**config.mk**
```make
export PLATFORM = sky130hd
export DESIGN_NAME = piso_serializer_flat
export DESIGN_NICKNAME = d
export VERILOG_FILES = /design/src/rtl/piso_serializer_pkg.sv /design/src/rtl/piso_serializer_if.sv /design/src/rtl/piso_serializer.sv /design/src/flat_wrapper.sv
export SDC_FILE = /design/constraint.sdc
export NUM_CORES = 1
export LEC_CHECK = 0
export ABC_AREA = 1
export CAP_MARGIN = 20
export CORE_UTILIZATION = 40
export DETAILED_ROUTE_END_ITERATION = 8
export PLACE_DENSITY = 0.79
export SYNTH_ARGS = -nofsm -noshare
export SYNTH_HDL_FRONTEND = slang
export SYNTH_SLANG_ARGS = --single-unit
```
**constraint.sdc**
```tcl
create_clock -name Clock -period 1.35 [get_ports Clock]
set_input_delay 0.3375 -clock Clock [delete_from_list [all_inputs] [get_ports Clock]]
set_output_delay 0.3375 -clock Clock [all_outputs]
set_load 0.01 [all_outputs]
```
**src/rtl/piso_serializer_pkg.sv**
```systemverilog
// Shared definitions for the parallel-in/serial-out stage feeding the
// serial sequence detector.
package piso_serializer_pkg;

    // Default word length, also used by the detector-side bench.
    localparam int SER_WIDTH = 8;

    typedef enum logic {
        ST_IDLE  = 1'b0,
        ST_SHIFT = 1'b1
    } state_e;

endpackage : piso_serializer_pkg

```
**src/rtl/piso_serializer_if.sv**
```systemverilog
// Load handshake and serial output bundle of the serializer; master is the
// upstream word source, slave is the serializer itself.
interface piso_serializer_if
    import piso_serializer_pkg::*;
#(
    parameter int WIDTH = SER_WIDTH
) ();

    logic             Load_valid;
    logic             Load_ready;
    logic [WIDTH-1:0] Data_in;
    logic             Dout;
    logic             Dout_valid;
    logic             Frame_done;

    modport master (
        output Load_valid,
        output Data_in,
        input  Load_ready,
        input  Dout,
        input  Dout_valid,
        input  Frame_done
    );

    modport slave (
        input  Load_valid,
        input  Data_in,
        output Load_ready,
        output Dout,
        output Dout_valid,
        output Frame_done
    );

endinterface : piso_serializer_if

```
**src/rtl/piso_serializer.sv**
```systemverilog
// Parallel-in/serial-out stage: accepts a WIDTH-bit word on a valid/ready
// handshake and shifts it out one bit per Clock, streaming words back to back.
module piso_serializer
    import piso_serializer_pkg::*;
#(
    parameter int WIDTH     = SER_WIDTH,
    parameter bit MSB_FIRST = 1'b1
) (
    input  logic                Clock,
    input  logic                Reset,
    piso_serializer_if.slave    bus
);

    localparam int             CW   = $clog2(WIDTH);
    localparam logic [CW-1:0]  LAST = CW'(WIDTH - 1);

    if (WIDTH < 2) begin : g_width_check
        $error("piso_serializer: WIDTH must be at least 2");
    end

    state_e           state, state_nxt;
    logic [WIDTH-1:0] shreg, shreg_nxt;
    logic [CW-1:0]    count, count_nxt;
    logic             last_bit;
    logic             accept;

    // The last-bit cycle doubles as a load slot so consecutive words abut.
    assign last_bit        = (state == ST_SHIFT) && (count == LAST);
    assign bus.Load_ready  = (state == ST_IDLE) || last_bit;
    assign accept          = bus.Load_valid && bus.Load_ready;

    // Outputs come from registered state only; idle line is held low.
    assign bus.Dout_valid  = (state == ST_SHIFT);
    assign bus.Frame_done  = last_bit;
    assign bus.Dout        = (state == ST_SHIFT) &&
                             (MSB_FIRST ? shreg[WIDTH-1] : shreg[0]);

    always_comb begin
        // NOTE: every output of this block gets a default first, so no path
        // leaves a value unassigned and no latch is inferred.
        state_nxt = state;
        shreg_nxt = shreg;
        count_nxt = count;

        if (accept) begin
            state_nxt = ST_SHIFT;
            shreg_nxt = bus.Data_in;
            count_nxt = '0;
        end else if (state == ST_SHIFT) begin
            if (last_bit) begin
                state_nxt = ST_IDLE;
                count_nxt = '0;
            end else begin
                shreg_nxt = MSB_FIRST ? {shreg[WIDTH-2:0], 1'b0}
                                      : {1'b0, shreg[WIDTH-1:1]};
                count_nxt = count + 1'b1;
            end
        end
    end

    always_ff @(posedge Clock) begin
        // NOTE: state registers use non-blocking assignments so every flop
        // samples its pre-edge inputs regardless of statement order.
        if (Reset) begin
            state <= ST_IDLE;
            shreg <= '0;
            count <= '0;
        end else begin
            state <= state_nxt;
            shreg <= shreg_nxt;
            count <= count_nxt;
        end
    end

endmodule : piso_serializer
```
**src/flat_wrapper.sv**
```systemverilog
// flat-port wrapper written by rule: the top's interface ports become plain ports
module piso_serializer_flat import piso_serializer_pkg::*;
#(
    parameter int WIDTH     = SER_WIDTH,
    parameter bit MSB_FIRST = 1'b1
)
  (Clock, Reset, bus_Load_valid, bus_Data_in, bus_Load_ready, bus_Dout, bus_Dout_valid, bus_Frame_done);
  piso_serializer_if #(.WIDTH(WIDTH)) bus_i ();
  input  logic Clock;
  input  logic Reset;
  input wire logic [$bits(bus_i.Load_valid)-1:0] bus_Load_valid;
  input wire logic [$bits(bus_i.Data_in)-1:0] bus_Data_in;
  output wire logic [$bits(bus_i.Load_ready)-1:0] bus_Load_ready;
  output wire logic [$bits(bus_i.Dout)-1:0] bus_Dout;
  output wire logic [$bits(bus_i.Dout_valid)-1:0] bus_Dout_valid;
  output wire logic [$bits(bus_i.Frame_done)-1:0] bus_Frame_done;
  assign bus_i.Load_valid = bus_Load_valid;
  assign bus_i.Data_in = bus_Data_in;
  assign bus_Load_ready = bus_i.Load_ready;
  assign bus_Dout = bus_i.Dout;
  assign bus_Dout_valid = bus_i.Dout_valid;
  assign bus_Frame_done = bus_i.Frame_done;
  piso_serializer #(.WIDTH(WIDTH), .MSB_FIRST(MSB_FIRST)) u_core (.Clock(Clock), .Reset(Reset), .bus(bus_i));
endmodule
```
==> results of run 1 <==
## cell families (layout without fill, tap and decap cells)
logic type	after synthesis	after routing	share of synthesized area, %
simple gates	49	50	38.7
buf+inv	15	39	11.2
flops	12	12	41.5
compound gates	5	5	4.32
fa+ha+maj	2	2	4.32
## metal layers
layer  vias up  wire length [um]  GRT usage, %
met5         -                 0             0
met3         3                63          1.67
met4         0                19          12.9
li1        316                 -             -
met1       277               601          22.5
met2        26               661          30.6
## power groups by stage
stage | registers [uW] | clock network (uW) | logic [uW]
2_1_floorplan | 391 | 0 | 69.1
3_3_place_gp | 391 | 0 | 133
3_5_place_dp | 392 | 0 | 137
4_1_cts | 386 | 290 | 139
5_1_grt | 389 | 315 | 157
6_report | 386 | 287 | 143
## registers in the layout (all words and copies together), names as in the netlist
signal / cells
u_core.bus.Dout_valid: 1
u_core.count: 3
u_core.shreg: 8
## how the worst max path moves through the flow
| stage | depth (start not counted) | slack [ps] | to | startpoint |
|---|---|---|---|---|
| 2_1_floorplan | 5 | 40 | bus_Load_ready | u_core.count[0]$_SDFFE_PP0P_ |
| 3_3_place_gp | 5 | -310 | bus_Load_ready | u_core.count[0]$_SDFFE_PP0P_ |
| 3_5_place_dp | 5 | -350 | bus_Load_ready | u_core.count[0]$_SDFFE_PP0P_ |
| 4_1_cts | 5 | -150 | bus_Load_ready | u_core.count[0]$_SDFFE_PP0P_ |
| 5_1_grt | 5 | -200 | bus_Load_ready | u_core.count[0]$_SDFFE_PP0P_ |
| 6_report | 5 | -150 | bus_Load_ready | u_core.count[0]$_SDFFE_PP0P_ |
## metrics by stage
stage,setup slack (ps),total power [uW],area (sq um)
floorplan,39.2,460,582
global placement,-311,524,777
detailed placement,-354,529,777
CTS,-149,815,848
global route,-204,861,860
finish,-154,816,860
## tightest hold or removal path: stages, from the launching register on
cell and delay, ps:
dfxtp_1 310, nand2_1 60, a21oi_1 50
## cell usage after synthesis
master   number  area, sq um
nand2_1      22         82.6
dfxtp_1      12          240
nand2_2       1         6.26
o21ai_1       1         5.00
or2_1         1         6.26
ha_1          2         25.0
a21oi_1       4         20.0
buf_6         1         11.3
nand3_1      22          110
inv_1        11         41.3
buf_2         1         5.00
nor2_1        2         7.51
nor2_4        1         11.3
inv_2         2         7.51
## area by class of cell
| class | instances | area [sq um] |
|---|---|---|
| clock buffer | 4 | 36.3 |
| fill | 115 | 458 |
| inverter | 13 | 48.8 |
| multi-input combinational | 57 | 319 |
| sequential | 12 | 246 |
| tap | 15 | 18.8 |
| timing repair buffer | 22 | 190 |
## what timing repair did
action	CTS	global route
pin swaps	1	1
gates cloned	0	1
buffers inserted	1	0
endpoints found under the setup margin	13	14
gates resized for setup	19	4
hold buffers	0	0
==> results.cfg, run 1 <==
[run_status]
outcome = finished with violations
violations = negative setup slack

[die]
rows = 13
coreArea_sq_mm = 0.00132
num_io_pins = 15
start_util_pct = 44.0
die_w_um = 40.1
die_height_um = 40.1
dieArea_sq_mm = 0.00160

[logic_synthesis]
yosys_warnings = 0
yosysSeqAreaShare_pct = 41.5
yosysUniqueCellTypes = 14
synth_nets = 96
synth_area_per_cell_sq_um = 6.98
netlist_area_sq_um = 579
ys_ff_latch = 12
syn_inst = 83

[clock_tree]
cts_tree = built
worstSkewPairLatency_ps = 270
cts_max_level = 1
clk_pin_slew_ps = 70
cts_made_buffers = 3
clock_sinks = 12
clock_path_buffers = 2
root_buffer = clkbuf_4

[sta]
period_share_pct = 111
hold_viol_final = 0
setup_tns_ps = -291
tightest_slew_ps = 258
fin_ws_ps = -154
max_freq_ghz = 0.665
slew_violations = 0
hold_slack_ps = 463
slew_headroom_pct = 82.8
fin_skew_ps = 1.30
rsz0062_at_grt = true
period_needed_ps = 1500
finalSetupViolations = 3

[setup_path]
crit_fanout = 3
slowest_delay_ps = 350
critical-path-top-delay-family = flip-flops
crit_path_cell_trace = ha_4, ha_4, inv_2, nand2_4, buf_6
cp_data_arrival_time_ps = 1170
crit_top_cell = ha_4
r2r_cells = 7
worst-path-buf-inv = 2
critPathCaptureType = primary output
critical_path.slowest_cell = dfxtp_2
critPathLaunchType = flip-flop
required_ps = 1010
crit_type = flip-flop to primary output
rrSetupSlack_ps = 0
r2r_end = u_core.count[0]$_SDFFE_PP0P_
r2r_start = u_core.count[0]$_SDFFE_PP0P_

[power_and_ir_drop]
pwr-share-comb_pct = 17.5
clkPwrFrac_pct = 35.2
cellLeakagePower_uw = 0.000429
p_switching_uw = 205
switching_share_pct = 25.1
p_per_area_mw_per_mm2 = 950
p_seq_share_pct = 47.3
irDropWorstVdd_uv = 637
intPower_uw = 611

[drt]
dr_total_vias = 622
routedWlPerCell_um = 10.9
drtPass1Iterations = 4
antenna_left = 0
first_iter_violations = 12
vias_per_cell = 5.06
drc = 0
routed_wl_mm = 1.35

[global_routing]
antenna_found_initial = 0
grt_first_pass_wirelength_mm = 1.95
grt_pass1_vias = 476
grt_overflow_total = 0
grt_use_total_pct = 18.6
grt_max_degree = 16

[placement]
dpl.hpwl_um = 948
port_buffers = 14
dp_cells = 117
gp_congestion = 0.726

[job]
cap_violations = 0

[finish]
final_cell_mix = nand2_1, nand3_1, inv_1
synthToLayoutAreaGrowth_pct = 48.4
post-route-util_pct = 65.2
instances_no_fill = 123
layout.nets = 122
antennaDiodeCount = 0
drive_above_1_share_pct = 24.1

[hold_path]
whs_path_depth = 2
hp-start = u_core.shreg[0]$_SDFFE_PP0P_
hp-class = flip-flop to flip-flop
min_to = u_core.shreg[0]$_SDFFE_PP0P_
(Power assumes the default switching activity.)
==> inputs of run 2 (changes only) <==
==> constraint.sdc (replaced) <==
create_clock -name Clock -period 1.35 [get_ports Clock]
set_input_delay 0.3375 -clock Clock [delete_from_list [all_inputs] [get_ports Clock]]
set_output_delay 0.3375 -clock Clock [all_outputs]
set_load 0.02 [all_outputs]
==> run 2 against run 1 <==
- the flow still finishes with violations (negative setup slack)
- global-route usage grew 0.12 points
- clock skew grew 0.87 ps
- die area is the same
- non-clock buffer count is the same
- cell count is the same
- cell area grew 0.73%
- critical path depth is the same
- wire length shrank 0.97%
- utilization grew 0.47 points
- total power grew 0.41%
- register-to-register slack is essentially flat
- critical path type unchanged
- critical endpoint unchanged
- largest cell class unchanged
==> results.cfg, run 2 (synthesis results as in run 1) <==
[finish]
antennaDiodeCount = 0
stdcell_area_sq_um = 866
layout.nets = 122
largest-register = u_core.shreg
largest_reg_flops = 8
synthToLayoutAreaGrowth_pct = 49.5
seq_area_sq_um = 246
drive_above_1_share_pct = 24.1
fill_cells = 116
multi_input_area_sq_um = 319
final_cell_mix = nand2_1, nand3_1, inv_1

[global_routing]
grt_use_total_pct = 18.7
antenna_found_initial = 0
grt_max_degree = 17
grt_pass1_vias = 477
grt_overflow_total = 0
grt_first_pass_wirelength_mm = 1.96

[placement]
port_buffers = 14
gp_congestion = 0.726
dpl.hpwl_um = 948
placed_area_sq_um = 777

[drt]
route.met3.wl_um = 58
antenna_left = 0
drt-met1-wl_um = 596
first_iter_violations = 15
dr_wl_met2_um = 645
routedWlPerCell_um = 10.8
routed_wl_mm = 1.33
dr_total_vias = 608
drtPass1Iterations = 4
drc = 0
top_layer = met4
vias_per_cell = 4.94

[setup_path]
critical_path.slowest_cell = dfxtp_2
slowest_delay_ps = 340
crit_type = flip-flop to primary output
required_ps = 1010
critical-path-top-delay-family = flip-flops
cp_data_arrival_time_ps = 1170
critPathCaptureType = primary output
crit_path_cell_trace = ha_4, ha_4, inv_2, nand2_4, buf_6
crit_top_cell = ha_4
critPathLaunchType = flip-flop
crit_fanout = 3
worst-path-buf-inv = 2

[clock_tree]
clock_path_buffers = 2
clk_pin_slew_ps = 80
clock_sinks = 12
cts_tree = built
cts_made_buffers = 3
cts_hold_buf = 0
worstSkewPairLatency_ps = 270
cts_max_level = 1
root_buffer = clkbuf_4

[sta]
hold_viol_final = 0
max_freq_ghz = 0.663
period_needed_ps = 1510
finalSetupViolations = 3
tightest_slew_ps = 259
period_share_pct = 112
slew_headroom_pct = 82.7
fin_skew_ps = 2.17
slew_violations = 0
hold_slack_ps = 461
rsz0062_at_grt = true
fin_ws_ps = -158

[die]
rows = 13
coreArea_sq_mm = 0.00132
die_height_um = 40.1
start_util_pct = 44.0
dieArea_sq_mm = 0.00160
num_io_pins = 15
die_w_um = 40.1

[power_and_ir_drop]
p_switching_uw = 208
pwr-share-comb_pct = 17.9
cellLeakagePower_uw = 0.000430
irDropWorstVdd_uv = 637
switching_share_pct = 25.4
clkPwrFrac_pct = 35.0
p_per_area_mw_per_mm2 = 947
intPower_uw = 611
p_seq_share_pct = 47.1

[run_status]
violations = negative setup slack
outcome = finished with violations

[hold_path]
hp-class = flip-flop to flip-flop

[job]
cap_violations = 0
-- run 2: tightest hold or removal path, cell delays in order, from the launching register on --
cell and delay [ps]:
dfxtp_1 310, nand2_1 60, a21oi_1 50
-- run 2: area by class of cell --
class	instances	share of cell area (%)
Multi-Input combinational cell	57	36.8
Timing Repair Buffer	22	22.7
Sequential cell	12	28.5
Inverter	13	5.64
Clock buffer	4	4.19
Tap cell	15	2.17
-- run 2: worst paths after layout --
kind,start,slack (ps),end,depth (start not counted)
hold reg to reg,u_core.shreg[0]$_SDFFE_PP0P_,460,u_core.shreg[0]$_SDFFE_PP0P_,2
setup / recovery,u_core.count[1]$_SDFFE_PP0P_,-160,bus_Load_ready,5
hold / removal,u_core.shreg[0]$_SDFFE_PP0P_,460,u_core.shreg[0]$_SDFFE_PP0P_,2
setup reg to reg,u_core.count[1]$_SDFFE_PP0P_,0,u_core.count[0]$_SDFFE_PP0P_,7
-- run 2: metal layers --
layer | up-vias | track usage [%]
li1 | 315 | -
met1 | 266 | 22.9
met2 | 22 | 30.6
met3 | 5 | 1.67
met4 | 0 | 12.9
met5 | - | 0
-- run 2: power groups by stage --
| stage | Sequential (uW) | Clock (uW) | Combinational, uW |
|---|---|---|---|
| 2_1_floorplan | 393 | 0 | 71.3 |
| 3_3_place_gp | 391 | 0 | 137 |
| 3_5_place_dp | 392 | 0 | 141 |
| 4_1_cts | 386 | 290 | 143 |
| 5_1_grt | 389 | 315 | 161 |
| 6_report | 386 | 287 | 147 |
-- run 2: timing repair --
item | in CTS | in global routing
setup buffers | 2 | 0
endpoints found under the setup margin | 13 | 14
cloned | 0 | 1
endpoints found under the hold margin | 0 | 0
gates resized for setup | 24 | 3
pin swaps | 2 | 2
-- run 2: metrics by stage --
step,total power (uW),setup WS (ps),util [%],TNS (ps),std cells
6_report,820,-158,65.7,-294,123
5_1_grt,865,-206,65.7,-614,123
4_1_cts,819,-153,65.1,-294,122
3_5_place_dp,533,-422,59.0,-1160,117
3_3_place_gp,528,-379,59.0,-910,117
2_1_floorplan,464,25.9,-,0,83
